==> src/rtl/frame_sequencer.sv <==
// Frame sequencer: frames an upstream pixel stream into vsync/pixels/hsync/flush beats for a detection pipeline.
// Optional statistics outputs (frame_count, stall_count) are enabled by defining FRAME_SEQUENCER_STATS_EN.
module frame_sequencer #(
  parameter int unsigned FRAME_WIDTH  = 640,
  parameter int unsigned FRAME_HEIGHT = 480,
  parameter int unsigned PIXEL_SIZE   = 24,
  parameter int unsigned LATENCY      = 2 * FRAME_WIDTH + 5
) (
  input  logic                  clk,
  input  logic                  reset,
  input  logic                  start,
  input  logic                  in_valid,
  input  logic [PIXEL_SIZE-1:0] in_data,
  output logic                  in_ready,
  output logic                  pipe_en,
  output logic                  pipe_hsync,
  output logic                  pipe_vsync,
  output logic [PIXEL_SIZE-1:0] pipe_data,
  output logic                  pipe_out_valid,
  output logic                  busy,
  output logic                  frame_done
`ifdef FRAME_SEQUENCER_STATS_EN
  ,
  output logic [15:0]           frame_count,
  output logic [31:0]           stall_count
`endif
);

  localparam int unsigned COL_W = (FRAME_WIDTH > 1) ? $clog2(FRAME_WIDTH) : 1;
  localparam int unsigned ROW_W = (FRAME_HEIGHT > 1) ? $clog2(FRAME_HEIGHT) : 1;
  localparam int unsigned LAT_W = $clog2(LATENCY + 1);
  localparam logic [COL_W-1:0] COL_MAX   = COL_W'(FRAME_WIDTH - 1);
  localparam logic [ROW_W-1:0] ROW_MAX   = ROW_W'(FRAME_HEIGHT - 1);
  localparam logic [LAT_W-1:0] LAT_MAX   = LAT_W'(LATENCY);
  localparam logic [LAT_W-1:0] FLUSH_END = LAT_W'(LATENCY - 1);

  typedef enum logic [2:0] {IDLE, SOF, ACTIVE, EOL, FLUSH, DONE} state_t;

  state_t                r_state, w_state;
  logic [COL_W-1:0]      r_col, w_col;
  logic [ROW_W-1:0]      r_row, w_row;
  logic [LAT_W-1:0]      r_flush_cnt, w_flush_cnt;
  logic [LAT_W-1:0]      r_en_cnt, w_en_cnt;
  logic                  r_pipe_en, w_pipe_en;
  logic                  r_hsync, w_hsync;
  logic                  r_vsync, w_vsync;
  logic [PIXEL_SIZE-1:0] r_data, w_data;
  logic                  r_done, w_done;

  // State and registered pipeline outputs.
  always_ff @(posedge clk) begin
    if (reset) begin
      r_state     <= IDLE;
      r_col       <= '0;
      r_row       <= '0;
      r_flush_cnt <= '0;
      r_en_cnt    <= '0;
      r_pipe_en   <= 1'b0;
      r_hsync     <= 1'b0;
      r_vsync     <= 1'b0;
      r_data      <= '0;
      r_done      <= 1'b0;
    end else begin
      r_state     <= w_state;
      r_col       <= w_col;
      r_row       <= w_row;
      r_flush_cnt <= w_flush_cnt;
      r_en_cnt    <= w_en_cnt;
      r_pipe_en   <= w_pipe_en;
      r_hsync     <= w_hsync;
      r_vsync     <= w_vsync;
      r_data      <= w_data;
      r_done      <= w_done;
    end
  end

  // Next-state and next-output logic; pipe_data holds unless a beat is issued.
  always_comb begin
    w_state     = r_state;
    w_col       = r_col;
    w_row       = r_row;
    w_flush_cnt = '0;
    w_en_cnt    = r_en_cnt;
    w_pipe_en   = 1'b0;
    w_hsync     = 1'b0;
    w_vsync     = 1'b0;
    w_data      = r_data;
    w_done      = 1'b0;

    if (r_pipe_en && (r_en_cnt < LAT_MAX)) begin
      w_en_cnt = r_en_cnt + LAT_W'(1);
    end

    case (r_state)
      IDLE: begin
        if (start) begin
          w_state = SOF;
        end
      end
      SOF: begin
        w_col     = '0;
        w_row     = '0;
        w_en_cnt  = '0;
        w_pipe_en = 1'b1;
        w_vsync   = 1'b1;
        w_data    = '0;
        w_state   = ACTIVE;
      end
      ACTIVE: begin
        if (in_valid) begin
          w_pipe_en = 1'b1;
          w_data    = in_data;
          if (r_col == COL_MAX) begin
            w_col   = '0;
            w_state = (r_row < ROW_MAX) ? EOL : FLUSH;
          end else begin
            w_col = r_col + COL_W'(1);
          end
        end
      end
      EOL: begin
        w_pipe_en = 1'b1;
        w_hsync   = 1'b1;
        w_data    = '0;
        w_row     = r_row + ROW_W'(1);
        w_state   = ACTIVE;
      end
      FLUSH: begin
        w_pipe_en = 1'b1;
        w_data    = '0;
        if (r_flush_cnt == FLUSH_END) begin
          w_state = DONE;
        end else begin
          w_flush_cnt = r_flush_cnt + LAT_W'(1);
        end
      end
      DONE: begin
        w_done  = 1'b1;
        w_state = IDLE;
      end
      default: begin
        w_state = IDLE;
      end
    endcase
  end

  assign in_ready       = (r_state == ACTIVE);
  assign busy           = (r_state != IDLE);
  assign pipe_en        = r_pipe_en;
  assign pipe_hsync     = r_hsync;
  assign pipe_vsync     = r_vsync;
  assign pipe_data      = r_data;
  assign frame_done     = r_done;
  assign pipe_out_valid = r_pipe_en && (r_en_cnt >= LAT_MAX);

`ifdef FRAME_SEQUENCER_STATS_EN
  logic [15:0] r_frame_count;
  logic [31:0] r_stall_count;

  // Frame counter wraps; stall counter restarts each frame and saturates.
  always_ff @(posedge clk) begin
    if (reset) begin
      r_frame_count <= '0;
      r_stall_count <= '0;
    end else begin
      if (r_state == DONE) begin
        r_frame_count <= r_frame_count + 16'd1;
      end
      if (r_state == SOF) begin
        r_stall_count <= '0;
      end else if ((r_state == ACTIVE) && !in_valid && (r_stall_count != '1)) begin
        r_stall_count <= r_stall_count + 32'd1;
      end
    end
  end

  assign frame_count = r_frame_count;
  assign stall_count = r_stall_count;
`else
  // Statistics disabled: no extra ports or state.
`endif

endmodule

==> config.mk <==
export PLATFORM = sky130hd
export DESIGN_NAME = frame_sequencer
export DESIGN_NICKNAME = d
export VERILOG_FILES = /design/src/rtl/frame_sequencer.sv
export SDC_FILE = /design/constraint.sdc
export NUM_CORES = 1
export LEC_CHECK = 0
export ABC_AREA = 1
export CAP_MARGIN = 20
export CORE_MARGIN = 3
export CORE_UTILIZATION = 50
export DETAILED_ROUTE_END_ITERATION = 10
export PLACE_DENSITY = 0.84
export SLEW_MARGIN = 20
export SYNTH_ARGS = -nofsm -noshare
export SYNTH_HDL_FRONTEND = slang
export SYNTH_SLANG_ARGS = --single-unit
==> constraint.sdc <==
create_clock -name clk -period 1.79 [get_ports clk]
set_input_delay 0.4475 -clock clk [delete_from_list [all_inputs] [get_ports clk]]
set_output_delay 0.4475 -clock clk [all_outputs]
set_load 0.005 [all_outputs]
### Yosys cells after proc, flatten, opt, wreduce, memory -nomap -nowiden

Index checks and enable logic that the tools add are counted.

| storage, ports and cells | value |
|---|---|
| word-level logic and storage cells | 60 |
| output and inout port bits | 31 |
| flip-flop bits (word level) | 72 |
| input port bits | 28 |

| operators by class | value |
|---|---|
| equality and inequality tests | 11 |
| mux-type cells | 17 |
| bitwise operators | 1 |
| add/sub/neg operators | 4 |
| magnitude comparators | 3 |
| reductions and logical operators | 14 |

Operator list:

| kind | number |
|---|---|
| 24-bit case mux with 2 select lines | 1 |
| 24-bit two-way mux | 1 |
| 11-bit by 1-bit adder with 11-bit output (second input constant) | 2 |
| 10-bit two-way mux | 2 |
| 10-bit case mux with 2 select lines | 1 |
| 9-bit case mux with 2 select lines | 1 |
| 3-bit two-way mux | 5 |
| 3-bit case mux with 4 select lines | 1 |
| 11-bit == test (second input constant) | 1 |
| 11-bit >= comparator (second input constant) | 1 |
| 11-bit < comparator (second input constant) | 1 |
| 10-bit by 1-bit adder with 10-bit output (second input constant) | 1 |
| 10-bit == test (second input constant) | 1 |
| 9-bit by 1-bit adder with 9-bit output (second input constant) | 1 |
| 9-bit < comparator (second input constant) | 1 |
| 3-bit by 2-bit == test with 1-bit output (second input constant) | 2 |
| 3-bit == test (second input constant) | 2 |
| 2-bit inequality test (second input constant) | 3 |
| 2-bit nonzero test | 3 |
| 3-bit OR reduction | 2 |
| 1-bit two-way mux | 4 |
| 2-bit AND reduction | 2 |
| 4-bit AND reduction | 1 |
| 2-bit OR reduction | 2 |
| other kinds (7) | 8 |

### Logic depth before layout (Yosys ltp)

| logic depth | value |
|---|---|
| depth in word-level cells | 5 |
| mapped depth | 10 |
| depth with buffers taken out | 10 |

### Worst setup path after synthesis

OpenSTA, ideal clock, no wires.

| path | value |
|---|---|
| path type | register to output |
| from | reg r_en_cnt[6] |
| to | out pipe_out_valid |
| buffers on the path | 0 |
| data required time | 1.342 ns |
| setup slack | 0.357 ns |
| data arrival time | 0.985 ns |
| stages on the path, launching flop included | 9 |
| cells stage by stage | dfxtp_1 inv_1 nand2_1 nor2_1 nand2_1 nand2_1 nand2_1 o21ai_0 inv_1 |

| between the ends | value |
|---|---|
| cells in the longest elaborated chain, start to end | 2 |

Ends and longest elaborated chain:

| item | RTL line | RTL |
|---|---|---|
| start: declaration | 43 | `logic [LAT_W-1:0] r_en_cnt, w_en_cnt;` |
| start signal: assignment | 68 | `r_en_cnt <= w_en_cnt;` |
| 11-bit >= comparator | 154 | `assign pipe_out_valid = r_pipe_en && (r_en_cnt >= LAT_MAX);` |
| 1-bit logical AND | 154 |  |
| end: declaration | 19 | `output logic pipe_out_valid,` |

No other way between the ends.

### Worst setup path after layout

| path | value |
|---|---|
| from | reg r_en_cnt[4] |
| to | out pipe_out_valid |

Same word-level chain as after synthesis.

==> flow_summary.json <==
{
  "max_freq_mhz": 542,
  "layout_setup_ws_ns": -0.0537,
  "cp_slowest_stage_delay_ns": 0.33,
  "switching_share": 0.345,
  "path_depth": 9,
  "grt_overflow_total": 0,
  "finalHoldViolCount": 0,
  "antenna-diode-count": 0,
  "clk_pin_slew_ns": 0.08,
  "dieWidth_microns": 88.2,
  "synthMuxAreaShare": 0,
  "grt_max_degree": 26,
  "synthDominantAreaCellType": "dfxtp_1",
  "ys_flop_type": "dfxtp_1",
  "post_synth_xor_area_fraction": 0.0286,
  "setup_repair_after_global_routing_missed_its_margin": "yes",
  "cts_made_buffers": 9,
  "initial_antenna_violation_count": 0,
  "num_vias": 3339,
  "buffer_ports.inserted": 58,
  "global_placer_s_final_weighted_congestion": 0.899,
  "whs_ns": 0.461,
  "min_delay_path_depth": 2,
  "placed_cells": 630,
  "syn_to_final_growth_pct": 31.9,
  "run_status": "finished with violations",
  "switchingPower_mw": 1.58,
  "synthesis.yosys.warnings": 0,
  "end_kind": "primary output",
  "fin_worst_skew_ns": 0.0150,
  "clock_power_share": 0.286,
  "register_area_sq_um": 1450,
  "clk-insertion-delay-late_ns": 0.35,
  "final.setup.tns_ns": -0.0537,
  "synthesis.instances": 481,
  "clock_path_buffers": 2,
  "crit_path_frequent_cell": "nand2_2",
  "cp.arrival_ns": 1.40,
  "postSynthRegisterBits": 72,
  "crit_path_top_delay_cell": "dfxtp_2",
  "final_net_count": 601,
  "intPower_mw": 2.99,
  "timing.reg2reg.worst_path_depth": 11,
  "postRouteAntennaNets": 0,
  "ys_types": 32,
  "postRouteWirelength_microns": 7910,
  "irDropWorstVdd_mv": 0.715,
  "fp-row-count": 29,
  "synthesis.nets": 515,
  "synth_area_sq_um": 3370,
  "synth-adder-area-share": 0.0222,
  "cap_viol_max_count": 0,
  "async_reset_ff_frac": 0,
  "seq_power_share": 0.403,
  "final_cell_area_sq_um": 4450,
  "period_needed_ns": 1.84,
  "synth_most_common_cell": "nand2_1",
  "path_max_fanout": 2,
  "post-synth-top-area-fraction": 0.427,
  "dieArea_sq_um": 7770,
  "grt_pass1_wl_microns": 13500,
  "drt-initial-drc-count": 151,
  "post_synthesis_compound_gate_area_fraction": 0.115,
  "pin_count": 59,
  "synth_top_family_by_area": "simple AND/OR/NAND/NOR gates",
  "failing_checks": "negative setup slack",
  "worstPathBufferInverterCount": 3,
  "setup_viol": 1,
  "netlist_top_cells_area": "dfxtp_1 43%, nand2_1 17%, a21oi_1 7.1%",
  "vias_per_cell": 5.14,
  "cts.hold.buffers_added": 0,
  "critical_path.startpoint_type": "register",
  "synth.yosys.seq_area_share": 0.427,
  "dpl.hpwl_microns": 5760,
  "power.leakage_nw": 1.64,
  "finalNonFillerCells": 649,
  "dr.pass1.iters": 4,
  "worst_slew_margin_rel": 0.713,
  "tritoncts_clock_tree": "done",
  "fp.coreArea_sq_um": 6460,
  "critical_path_class": "register to primary output",
  "share_of_synthesized_cell_area_in_and_or_nand_and_nor_gates": 0.326,
  "synth_edf_count": 0,
  "crit_path_cell_trace": "inv_2 > nand2_2 > nor2_4 > nand2_2 > nand2_2 > nand2_2 > o21ai_1 > inv_1 > buf_2",
  "cts_max_level": 3,
  "combPwrFrac": 0.311,
  "final_slew_violations": 0,
  "worst-endpoint-required_ns": 1.34,
  "post-place-ws_ns": -0.150,
  "hp-class": "register to register",
  "drive_gt1_frac": 0.136,
  "initial_utilization": 0.522,
  "post-route-drc-count": 0,
  "fill_cells": 529,
  "final_min_period_over_clock_period": 1.03,
  "die-height_microns": 88.2,
  "actual_transition_at_the_worst_max_transition_pin_ns": 0.428,
  "detail_route.wl_per_cell_microns": 12.2,
  "first_global_vias": 3195,
  "synth.avg_cell_area_sq_um": 7.02,
  "post-layout-total-power_mw": 4.57,
  "synth_top_cells_by_count": "152 x nand2_1, 72 x dfxtp_1, 54 x nor2_1",
  "multiInputGateArea_sq_um": 1690,
  "clock-sinks": 72,
  "pwr_density_cell_nw_per_um2": 1030,
  "final_util": 0.689,
  "place_area_sq_um": 4190,
  "track_usage": 0.219,
  "cp_top_family": "simple AND/OR/NAND/NOR gates",
  "clock_tree.root_cell": "clkbuf_8"
}
area by class of cell:
class | instances | area share
tap | 77 | 0.0216
timing repair buffer | 88 | 0.186
clock inverter | 5 | 0.0127
clock buffer | 11 | 0.0318
multi-input combinational | 347 | 0.380
inverter | 49 | 0.0413
sequential | 72 | 0.327
layout by cell type, fill, tap and decap left out, types with 2 or more instances in the layout:
master | netlist | layout
nand2_1 | 152 | 147
dfxtp_1 | 72 | 66
inv_1 | 43 | 40
ha_1 | 6 | 6
clkbuf_8 | 0 | 10
nor3_4 | 2 | 2
nand2_2 | 0 | 5
xnor2_1 | 2 | 2
dlygate4sd2_1 | 0 | 2
nand2_4 | 2 | 2
xor2_1 | 9 | 9
a21oi_1 | 48 | 48
nor2_1 | 54 | 52
dfxtp_2 | 0 | 4
nor2_4 | 0 | 2
inv_2 | 5 | 8
o21bai_1 | 2 | 2
clkinv_2 | 0 | 2
nand4_1 | 11 | 11
o21ai_1 | 3 | 5
a21oi_2 | 3 | 3
dfxtp_4 | 0 | 2
nor3_1 | 5 | 5
o21ai_0 | 12 | 10
clkdlybuf4s50_1 | 0 | 54
buf_12 | 0 | 2
nand3_1 | 25 | 24
nor3b_1 | 2 | 2
buf_4 | 0 | 28
final timing paths:
| path | from | to | slack (ns) |
|---|---|---|---|
| worst min-delay path | pipe_data[22]$_SDFFE_PP0P_ | pipe_data[22]$_SDFFE_PP0P_ | 0.46 |
| worst min register to register | pipe_data[22]$_SDFFE_PP0P_ | pipe_data[22]$_SDFFE_PP0P_ | 0.46 |
| worst max-delay path | r_en_cnt[4]$_SDFFE_PP0P_ | pipe_out_valid | -0.05 |
| worst max register to register | r_en_cnt[4]$_SDFFE_PP0P_ | r_en_cnt[8]$_SDFFE_PP0P_ | 0.16 |
layer usage:
metal	up-vias	global-route usage	part of all wire
met5	-	0	0
met4	0	0.121	0.030
met3	23	0.0574	0.043
met2	74	0.360	0.49
met1	1530	0.259	0.44
li1	1712	-	-
power by group through the flow:
stage / combinational, mW / sequential (mW) / clock (mW)
detailed placement: 1.43 / 1.85 / 0
global placement: 1.42 / 1.85 / 0
finish: 1.42 / 1.84 / 1.31
floorplan: 0.924 / 1.85 / 0
global route: 1.60 / 1.86 / 1.39
CTS: 1.43 / 1.84 / 1.33
logic make-up (layout without fill, tap and decap cells):
kind of cell,after synthesis,count (layout)
AOI/OAI and AO/OA,72,72
xor gates and xnor gates,11,11
adders and majority gates,6,6
buffers and inverters,62,153
DFF,72,72
and+or+nand+nor,258,258
registers in the layout, summed over array words and instances (netlist names):
name	cells
r_flush_cnt	11
pipe_data	24
pipe_en	1
r_row	9
frame_done	1
r_en_cnt	11
pipe_hsync	1
r_state	3
pipe_vsync	1
r_col	10
worst register-to-register path, cell delays in order (launching register included):
cell	delay, ns
dfxtp_2	0.33
inv_2	0.05
nand2_2	0.05
nor2_4	0.12
nand2_2	0.06
nand2_2	0.07
nand2_2	0.06
buf_4	0.12
buf_4	0.12
nor2_2	0.30
nand2_1	0.10
a21oi_1	0.13
what timing repair did:
item	4_1_cts	5_1_grt
gates cloned	0	0
pin swaps	4	0
resized for setup	23	7
setup buffers	3	0
endpoints found under the setup margin	4	13
(Power assumes the default switching activity.)
